$ cat src/rtl/muldiv_hilo_ctrl_pkg.sv
// Shared definitions for the mult/div sequencer.
// Contents:
//   - ALU control codes driven while an operation executes.
//   - Request opcode encodings.
//   - FSM state encoding.
//   - Small helpers that decode a request opcode.
package muldiv_hilo_ctrl_pkg;

  localparam logic [3:0] ALU_NOP   = 4'h0;
  localparam logic [3:0] ALU_MULTU = 4'hC;
  localparam logic [3:0] ALU_DIVU  = 4'hD;
  localparam logic [3:0] ALU_MULT  = 4'hE;
  localparam logic [3:0] ALU_DIV   = 4'hF;

  typedef enum logic [1:0] {
    OP_MULTU = 2'b00,
    OP_DIVU  = 2'b01,
    OP_MULT  = 2'b10,
    OP_DIV   = 2'b11
  } req_op_e;

  typedef enum logic {
    ST_IDLE = 1'b0,
    ST_EXEC = 1'b1
  } state_e;

  // Map a request opcode to the ALU control code held during EXEC.
  function automatic logic [3:0] alu_code(input req_op_e op);
    logic [3:0] code;
    case (op)
      OP_MULTU: code = ALU_MULTU;
      OP_DIVU:  code = ALU_DIVU;
      OP_MULT:  code = ALU_MULT;
      OP_DIV:   code = ALU_DIV;
      default:  code = ALU_NOP;
    endcase
    return code;
  endfunction

  // Bit 0 of the opcode separates divides from multiplies.
  function automatic logic op_is_div(input req_op_e op);
    return op[0];
  endfunction

endpackage

$ cat src/rtl/muldiv_hilo_ctrl_hilo_regs.sv
// Architectural HI/LO register pair.
// Ports:
//   clk, rst_n        clock and asynchronous active-low clear
//   hi_we_i, lo_we_i  independent write enables
//   hi_d_i, lo_d_i    write data
//   hi_o, lo_o        current register contents
module muldiv_hilo_ctrl_hilo_regs #(
  parameter int WIDTH = 32
) (
  input  logic             clk,
  input  logic             rst_n,
  input  logic             hi_we_i,
  input  logic             lo_we_i,
  input  logic [WIDTH-1:0] hi_d_i,
  input  logic [WIDTH-1:0] lo_d_i,
  output logic [WIDTH-1:0] hi_o,
  output logic [WIDTH-1:0] lo_o
);

  logic [WIDTH-1:0] hi_q;
  logic [WIDTH-1:0] lo_q;

  // NOTE: HI/LO are two architectural flops, not a RAM array, so they take
  // the async clear; software may read them straight out of reset.
  // NOTE: sequential state uses non-blocking assignments so every flop
  // samples pre-edge values regardless of statement order.
  always_ff @(posedge clk or negedge rst_n) begin
    if (!rst_n) begin
      hi_q <= '0;
      lo_q <= '0;
    end else begin
      if (hi_we_i) hi_q <= hi_d_i;
      if (lo_we_i) lo_q <= lo_d_i;
    end
  end

  assign hi_o = hi_q;
  assign lo_o = lo_q;

endmodule

$ cat src/rtl/muldiv_hilo_ctrl.sv
// Multi-cycle sequencer for the mult/div half of the shared ALU.
// Accepts one MULT/MULTU/DIV/DIVU request at a time. It holds the operands
// and the ALU control code steady for a fixed latency. It then commits the
// ALU result into HI/LO. MTHI/MTLO writes are taken only while idle.
// Ports:
//   clk, rst_n              clock, asynchronous active-low reset
//   req_valid/req_op        request handshake and opcode (00 MULTU, 01 DIVU,
//                           10 MULT, 11 DIV)
//   rs_val, rt_val          operands (dividend/multiplicand, divisor/multiplier)
//   req_ready               high in IDLE; request taken on valid && ready
//   flush                   abandon any in-flight operation, block new accepts
//   mt_hi_we/mt_lo_we       MTHI/MTLO write enables
//   mt_data                 MTHI/MTLO write data
//   mf_req                  MFHI/MFLO read in EX this cycle
//   hi_out, lo_out          current HI/LO
//   stall                   freeze the pipeline front end
//   alu_in1/alu_in2         operands to the shared ALU
//   alu_ctrl                control code to the shared ALU
//   alu_out1, alu_out2      ALU results (LO/quotient, HI/remainder)
//   alu_o                   ALU overflow flag
//   done                    one-cycle pulse: result committed or divide by zero
//   dz_exc                  one-cycle divide-by-zero pulse, coincident with done
module muldiv_hilo_ctrl
  import muldiv_hilo_ctrl_pkg::*;
#(
  parameter int WIDTH   = 32,
  parameter int MUL_LAT = 4,
  parameter int DIV_LAT = 8
) (
  input  logic             clk,
  input  logic             rst_n,
  input  logic             req_valid,
  input  logic [1:0]       req_op,
  input  logic [WIDTH-1:0] rs_val,
  input  logic [WIDTH-1:0] rt_val,
  output logic             req_ready,
  input  logic             flush,
  input  logic             mt_hi_we,
  input  logic             mt_lo_we,
  input  logic [WIDTH-1:0] mt_data,
  input  logic             mf_req,
  output logic [WIDTH-1:0] hi_out,
  output logic [WIDTH-1:0] lo_out,
  output logic             stall,
  output logic [WIDTH-1:0] alu_in1,
  output logic [WIDTH-1:0] alu_in2,
  output logic [3:0]       alu_ctrl,
  input  logic [WIDTH-1:0] alu_out1,
  input  logic [WIDTH-1:0] alu_out2,
  input  logic             alu_o,
  output logic             done,
  output logic             dz_exc
);

  localparam int MAX_LAT = (MUL_LAT > DIV_LAT) ? MUL_LAT : DIV_LAT;
  localparam int CNT_W   = (MAX_LAT > 1) ? $clog2(MAX_LAT) : 1;

  state_e           state_q;
  logic [CNT_W-1:0] cnt_q;
  logic [CNT_W-1:0] cnt_d;
  req_op_e          op_q;
  logic [WIDTH-1:0] rs_q;
  logic [WIDTH-1:0] rt_q;
  logic [3:0]       ctrl_q;
  logic             done_q;
  logic             dz_q;

  req_op_e          op_in;
  logic [CNT_W-1:0] lat_load;
  logic             idle;
  logic             exec;
  logic             accept;
  logic             commit;
  logic             div_by_zero;
  logic             res_we;
  logic             mt_ok;
  logic             hi_we;
  logic             lo_we;
  logic [WIDTH-1:0] hi_d;
  logic [WIDTH-1:0] lo_d;

  // The overflow flag is irrelevant to mult/div, including divide by zero.
  logic unused_alu_o;
  assign unused_alu_o = alu_o;

  assign op_in    = req_op_e'(req_op);
  assign lat_load = op_is_div(op_in) ? CNT_W'(DIV_LAT - 1) : CNT_W'(MUL_LAT - 1);
  assign cnt_d    = cnt_q - CNT_W'(1);

  assign idle   = (state_q == ST_IDLE);
  assign exec   = (state_q == ST_EXEC);
  // A flush blocks a same-cycle accept and overrides a same-cycle commit.
  assign accept = idle && req_valid && !flush;
  assign commit = exec && !flush && (cnt_q == '0);

  // Divide by zero is judged on the latched divisor, not the live rt_val.
  assign div_by_zero = commit && op_is_div(op_q) && (rt_q == '0);
  assign res_we      = commit && !div_by_zero;

  // MTHI/MTLO only while idle and not taking a request. In EXEC the pipeline
  // is stalled and the move is re-presented later. res_we and mt_ok are
  // mutually exclusive (EXEC vs IDLE), so the data muxes need no priority.
  assign mt_ok = idle && !accept;
  assign hi_we = res_we || (mt_ok && mt_hi_we);
  assign lo_we = res_we || (mt_ok && mt_lo_we);
  assign hi_d  = res_we ? alu_out2 : mt_data;
  assign lo_d  = res_we ? alu_out1 : mt_data;

  always_ff @(posedge clk or negedge rst_n) begin
    if (!rst_n) begin
      state_q <= ST_IDLE;
      cnt_q   <= '0;
      op_q    <= OP_MULTU;
      rs_q    <= '0;
      rt_q    <= '0;
      ctrl_q  <= ALU_NOP;
      done_q  <= 1'b0;
      dz_q    <= 1'b0;
    end else begin
      done_q <= 1'b0;
      dz_q   <= 1'b0;
      case (state_q)
        ST_IDLE: begin
          if (accept) begin
            state_q <= ST_EXEC;
            op_q    <= op_in;
            rs_q    <= rs_val;
            rt_q    <= rt_val;
            ctrl_q  <= alu_code(op_in);
            cnt_q   <= lat_load;
          end
        end
        ST_EXEC: begin
          if (flush || cnt_q == '0) begin
            // Clearing the latches on exit drives zeros to the ALU in IDLE.
            state_q <= ST_IDLE;
            cnt_q   <= '0;
            rs_q    <= '0;
            rt_q    <= '0;
            ctrl_q  <= ALU_NOP;
            done_q  <= commit;
            dz_q    <= div_by_zero;
          end else begin
            cnt_q <= cnt_d;
          end
        end
        default: state_q <= ST_IDLE;
      endcase
    end
  end

  muldiv_hilo_ctrl_hilo_regs #(
    .WIDTH(WIDTH)
  ) u_hilo_regs (
    .clk     (clk),
    .rst_n   (rst_n),
    .hi_we_i (hi_we),
    .lo_we_i (lo_we),
    .hi_d_i  (hi_d),
    .lo_d_i  (lo_d),
    .hi_o    (hi_out),
    .lo_o    (lo_out)
  );

  assign req_ready = idle;
  // Stall in IDLE only for the illegal req_valid+mf_req combination.
  assign stall     = exec || (req_valid && mf_req);
  assign alu_in1   = rs_q;
  assign alu_in2   = rt_q;
  assign alu_ctrl  = ctrl_q;
  assign done      = done_q;
  assign dz_exc    = dz_q;

endmodule
$ cat config.mk
export PLATFORM = sky130hd
export DESIGN_NAME = muldiv_hilo_ctrl
export DESIGN_NICKNAME = d
export VERILOG_FILES = /design/src/rtl/muldiv_hilo_ctrl_pkg.sv /design/src/rtl/muldiv_hilo_ctrl_hilo_regs.sv /design/src/rtl/muldiv_hilo_ctrl.sv
export SDC_FILE = /design/constraint.sdc
export NUM_CORES = 1
export LEC_CHECK = 0
export CAP_MARGIN = 20
export CORE_MARGIN = 2
export CORE_UTILIZATION = 40
export CTS_CLUSTER_DIAMETER = 30
export DETAILED_ROUTE_END_ITERATION = 12
export PLACE_DENSITY_LB_ADDON = 0.2
export SYNTH_ARGS = -nofsm -noshare
export SYNTH_HDL_FRONTEND = slang
export SYNTH_SLANG_ARGS = --single-unit
$ cat constraint.sdc
create_clock -name clk -period 2.7 [get_ports clk]
set_clock_uncertainty 0.2 [all_clocks]
set_input_delay 0.27 -clock clk [delete_from_list [all_inputs] [get_ports clk]]
set_output_delay 0.27 -clock clk [all_outputs]
set_load 0.01 [all_outputs]
* After elaboration in Yosys (flattened, before gate mapping)
Cells that the tools add are included. W data, S select, Z words.
Word-level totals: flip-flop bits (word level) 139, bits in latches 0, bits in writable memories 0, memory bits (read-only) 0, bits of input ports 170, output and inout port bits 136, word-level logic and storage cells 62, memories 0
Operators by class: add/sub/neg operators 1, $mul 0, divide/modulo/power cells 0, $lt $le $gt $ge 0, eq/ne operators 5, shifts and indexed selects 0, multiplexer cells 22, bitwise gates (word level) 1, reduce and logical (&&, ||, !) cells 23
Operators by type and width (count):
- $mux W32 | 5
- $pmux W32 S2 | 2
- $logic_not A32 Y1 | 1
- $pmux W4 S4 | 1
- $logic_and A1 B1 Y1 | 11
- $mux W3 | 3
- $mux W4 | 2
- $pmux W4 S2 | 1
- $mux W1 | 6
- $pmux W3 S2 | 1
- $eq A2 B2 Y1 const B | 2
- $logic_or A1 B1 Y1 | 4
- $ne A2 B1 Y1 const B | 2
- $reduce_and A2 Y1 | 2
- $logic_not A1 Y1 | 3
- $logic_not A3 Y1 | 1
- $sub A3 B1 Y3 const B | 1
- $eq A2 B1 Y1 const B | 1
- $logic_not A2 Y1 | 1
- $pmux W1 S2 | 1
- $not A1 Y1 | 1

* Longest topological paths before layout
depth after elaboration 8, gate-level depth with buffers 8, mapped depth without buffers 6

* Hierarchy
Synthesis repeated with hierarchy kept, for this count alone.
Unflattened totals: cells, all modules 549, area total of the unflattened synthesis 6516.2 sq um
By module, submodules not included:
- muldiv_hilo_ctrl | times used 1, cells each 413, area an instance 3826.2 sq um, sequential area each 1851.8 sq um
- muldiv_hilo_ctrl_hilo_regs | times used 1, cells each 136, area an instance 2690.1 sq um, sequential area each 1601.5 sq um

* Worst setup path after synthesis
Ideal clock, no wire load.
path type register -> register, from register cnt_q[0], to register u_hilo_regs.hi_q[15] (netlist: u_hilo_regs.hi_o[15]), setup time 0.125 ns, arrival time 2.046 ns, required time 2.375 ns, slack 0.329 ns, stages on the path, launching flop included 8, buffers on the path 1, period minus slack after synthesis 2.371 ns, cells stage by stage dfrtp_1 > inv_1 > ha_1 > and4bb_4 > nand4_2 > o31ai_4 > buf_6 > mux2_2
On the way: longest elaborated chain between the ends 7, elaborated cells on any way between the ends 8, classes of those cells mux (1); reduce/logical (7)
Ends and longest elaborated chain:
- start, declared | RTL line muldiv_hilo_ctrl.sv:59 | logic [CNT_W-1:0] cnt_q;
- start signal, assigned | RTL line muldiv_hilo_ctrl.sv:130 | cnt_q <= lat_load;
- start signal, assigned | RTL line muldiv_hilo_ctrl.sv:144 | cnt_q <= cnt_d;
- $logic_not A3 Y1 * | RTL line muldiv_hilo_ctrl.sv:94 | assign commit = exec && !flush && (cnt_q == '0);
- $logic_and A1 B1 Y1 * | RTL line muldiv_hilo_ctrl.sv:94
- $logic_and A1 B1 Y1 (2 in series) | RTL line muldiv_hilo_ctrl.sv:97 | assign div_by_zero = commit && op_is_div(op_q) && (rt_q == '0);
- $logic_not A1 Y1 | RTL line muldiv_hilo_ctrl.sv:98 | assign res_we = commit && !div_by_zero;
- $logic_and A1 B1 Y1 * | RTL line muldiv_hilo_ctrl.sv:98
- $mux W32 or $logic_or A1 B1 Y1 (tied branches) | RTL line muldiv_hilo_ctrl.sv:106, muldiv_hilo_ctrl.sv:104
- end signal, assigned | RTL line muldiv_hilo_ctrl_hilo_regs.sv:32 | if (hi_we_i) hi_q <= hi_d_i;
- end, declared | RTL line muldiv_hilo_ctrl_hilo_regs.sv:20 | logic [WIDTH-1:0] hi_q;
Every way passes the cells marked *; elsewhere a longest branch is shown, timed or not. A chain may end at the register's enable or synchronous reset.

* Final worst setup path
from register cnt_q[0], to register u_hilo_regs.hi_q[25] (netlist: u_hilo_regs.hi_o[25])
Same word-level chain as after synthesis.

==> summary.txt <==
Global routing
  – Overflow after GRT: 0
  – Antenna violations before repair: 0
  – Largest net degree at the start of global routing: 70
  – Vias in the first global route: 5,135
  – GRT Total Usage: 0.225
  – First-pass GRT wire length: roughly 28 mm

Timing
  – Slew HR: 0.692
  – Final setup TNS: 0 ps
  – Slew Viols, Final: 0
  – Period utilisation layout: 0.916
  – Final Worst Setup Slack: around 230 ps
  – Fmax: 404 MHz
  – Fin crit period: 2470 ps
  – Tightest Pin Transition: about 460 ps
  – Fin. Hold Viols: 0
  – RSZ-0062 raised after global routing: no
  – Final setup vio count: 0
  – Hold_ws: 160 ps

CTS
  – H-tree level count: 4
  – Clock buffer depth: 2
  – Worst-path clk slew: around 60 ps
  – CTS resizes: 0
  – CTS Buf Count: 17
  – TritonCTS clock tree: built
  – Hold Buf Count CTS: 1
  – Clock Root Buffer: clkbuf_16
  – Post-CTS setup buffers: 0
  – Clk_lat worst skew: a little over 400 ps
  – CTS Sinks: between 100 and 150

Placement
  – Cells after DPL: ~880
  – Number of port buffers: 304
  – GP Congestion: 0.817
  – Post-Place Worst Slack: ~100 ps
  – Hpwl dp: 12.9 mm

Detailed routing
  – DR top layer: met4
  – DR WL met2: 8.74 mm
  – Post-Route WL: around 17 mm
  – Post-route ant nets: 0
  – WL met3: around 1.3 mm
  – Met1 wire length: between 6 and 7 mm
  – Iter 0 DRT Violations: 163
  – DRT Pass-1 Iters: 4
  – DR vias: 4,704
  – Residual DRC count: 0
  – Routed wire length per instance: between 15 and 20 um
  – Vias per inst: 5.17

Min path
  – Worst Hold Class: input pin to async pin

Synth
  – Sequential area share after synthesis: 0.583
  – Async SR Flop Fraction: 1.00
  – Cell Area, Synth: around 0.0059 mm^2
  – Yosys reg bits: between 100 and 150
  – Synth Area per Inst: between 10 and 15 um^2
  – Yosys cell types: 30
  – Ys Warns: 0
  – Top_reg_cell synth: dfrtp_1
  – EDFF count, synth: 0
  – Syn_nets: between 500 and 600
  – Synth Instances: 405

Floorplanning
  – Core ar.: roughly 0.014 mm^2
  – Die area: 0.0158 mm^2
  – Die Ht: 126 um
  – Die extent in x: roughly 130 um
  – Num rows: 44
  – Initial Utilization: 0.409
  – Top Ports: approximately 300

Setup path
  – Worst EP required: ~2800 ps
  – Crit-path leading delay family: buffers and inverters
  – CP Buf/Inv Count: 2
  – Slowest CP cell: dfrtp_1
  – CP endpoint kind: flip-flop
  – Launch point of the worst reg-to-reg path: cnt_q[0]
  – Setup crit start kind: flip-flop
  – Max incr delay on CP: roughly 390 ps
  – CP startpoint: cnt_q[0]
  – CP cell instances: inv_1 -> ha_1 -> and4bb_4 -> nand4_2 -> o31ai_4 -> buf_4 -> mux2_2
  – Crit path arrival time: approximately 2600 ps
  – CP Max Fanout: 22
  – Worst setup path class: flip-flop to flip-flop

Power
  – Clk pwr share: 0.244
  – Power Density: 886 mW/mm^2
  – Combinational group share of total power: 0.392
  – Seq pwr share: 0.364
  – VDD IR-drop max: between 500 and 600 uV
  – Static leakage: 4.13 nW
  – Net Sw Frac: 0.291
  – P_int: about 6 mW
  – P_sw: around 2.5 mW

Finish
  – Commonest non-fill, non-tap cell in the layout: clkdlybuf4s50_1
  – Antenna cells: 0
  – Final Non-Filler Cells: around 910
  – Fin nets: about 890
  – Area Overhead vs Synth: 64.6%
  – Commonest non-fill, non-tap cells in the layout: clkdlybuf4s50_1 (303), dfrtp_1 (138), mux2_2 (123), a22o_1 (66), clkbuf_16 (17)
  – Share of cells above drive strength 1: 0.236

Status
  – Status: complete, no violations

Job
  – Max_cap viols: 0
## synth_stat cells, drive strengths merged, types with 2 or more instances
library cell	n	area (um^2)
dfrtp	138	3450
mux2	128	1440
a22o	66	578
clkbuf	16	60.1
buf	12	97.6
nor4	6	37.5
nand2	5	18.8
nor2	4	15.0
o21ai	4	20.0
nor2b	3	18.8
nor3	3	15.0
ha	2	25.0
inv	2	7.51
nand3	2	10.0
nand4	2	18.8
o22ai	2	12.5
## final cells by class
type / instances / area (um^2)
sequential: 138 / 3450
timing repair buffer: 317 / 3190
fill: 1067 / 4740
multi-input combinational: 236 / 2320
clock inverter: 12 / 104
tap: 184 / 230
clock buffer: 19 / 433
inverter: 3 / 11.3
## path summary, 6_finish.rpt
kind | to | cells past startpoint | slack (ps)
min reg2reg | cnt_q[0] | 1 | 300
min in group clk | alu_in1[14] | 2 | 250
max | u_hilo_regs.hi_o[25] | 7 | 230
max in group asynchronous | alu_in2[16] | 3 | 1430
max reg2reg | u_hilo_regs.hi_o[25] | 7 | 230
min | alu_in2[2] | 2 | 160
## kinds of logic after synthesis
family / after synthesis / share of synthesized area
AOI/OAI and AO/OA: 77 / 0.111
and+or+nand+nor: 29 / 0.0290
adders and majority gates: 2 / 0.00423
DFF: 138 / 0.583
muxes: 128 / 0.243
buffers and inverters: 31 / 0.0285
## power groups by stage
| stage | clock (mW) | sequential, mW | combinational [mW] |
|---|---|---|---|
| 6_report | 2.11 | 3.14 | 3.39 |
| 5_1_grt | 2.25 | 3.24 | 3.60 |
| 4_1_cts | 2.16 | 3.15 | 3.43 |
| 3_5_place_dp | 0 | 3.17 | 3.41 |
| 3_3_place_gp | 0 | 3.12 | 3.34 |
| 2_1_floorplan | 0 | 3.41 | 1.21 |
## metal layers
metal	up-vias	global-route usage
li1	2134	-
met4	0	0.100
met1	2319	0.263
met5	-	0
met2	210	0.379
met3	41	0.0743
## sequential cells by signal, summed over array words and instances (netlist names)
signal,cells
alu_in1,32
u_hilo_regs.lo_o,32
done,1
cnt_q,3
alu_ctrl,3
dz_exc,1
exec,1
op_q,1
alu_in2,32
u_hilo_regs.hi_o,32
## stage by stage
stage / power, mW / area (um^2) / utilization
finish: 8.64 / 9740 / 0.673
global route: 9.09 / 9740 / 0.673
CTS: 8.74 / 9740 / 0.673
detailed placement: 6.57 / 9200 / 0.635
global placement: 6.46 / 9200 / 0.635
floorplan: 4.62 / 5920 / -
No activity file was read; power rests on OpenSTA's default activity.
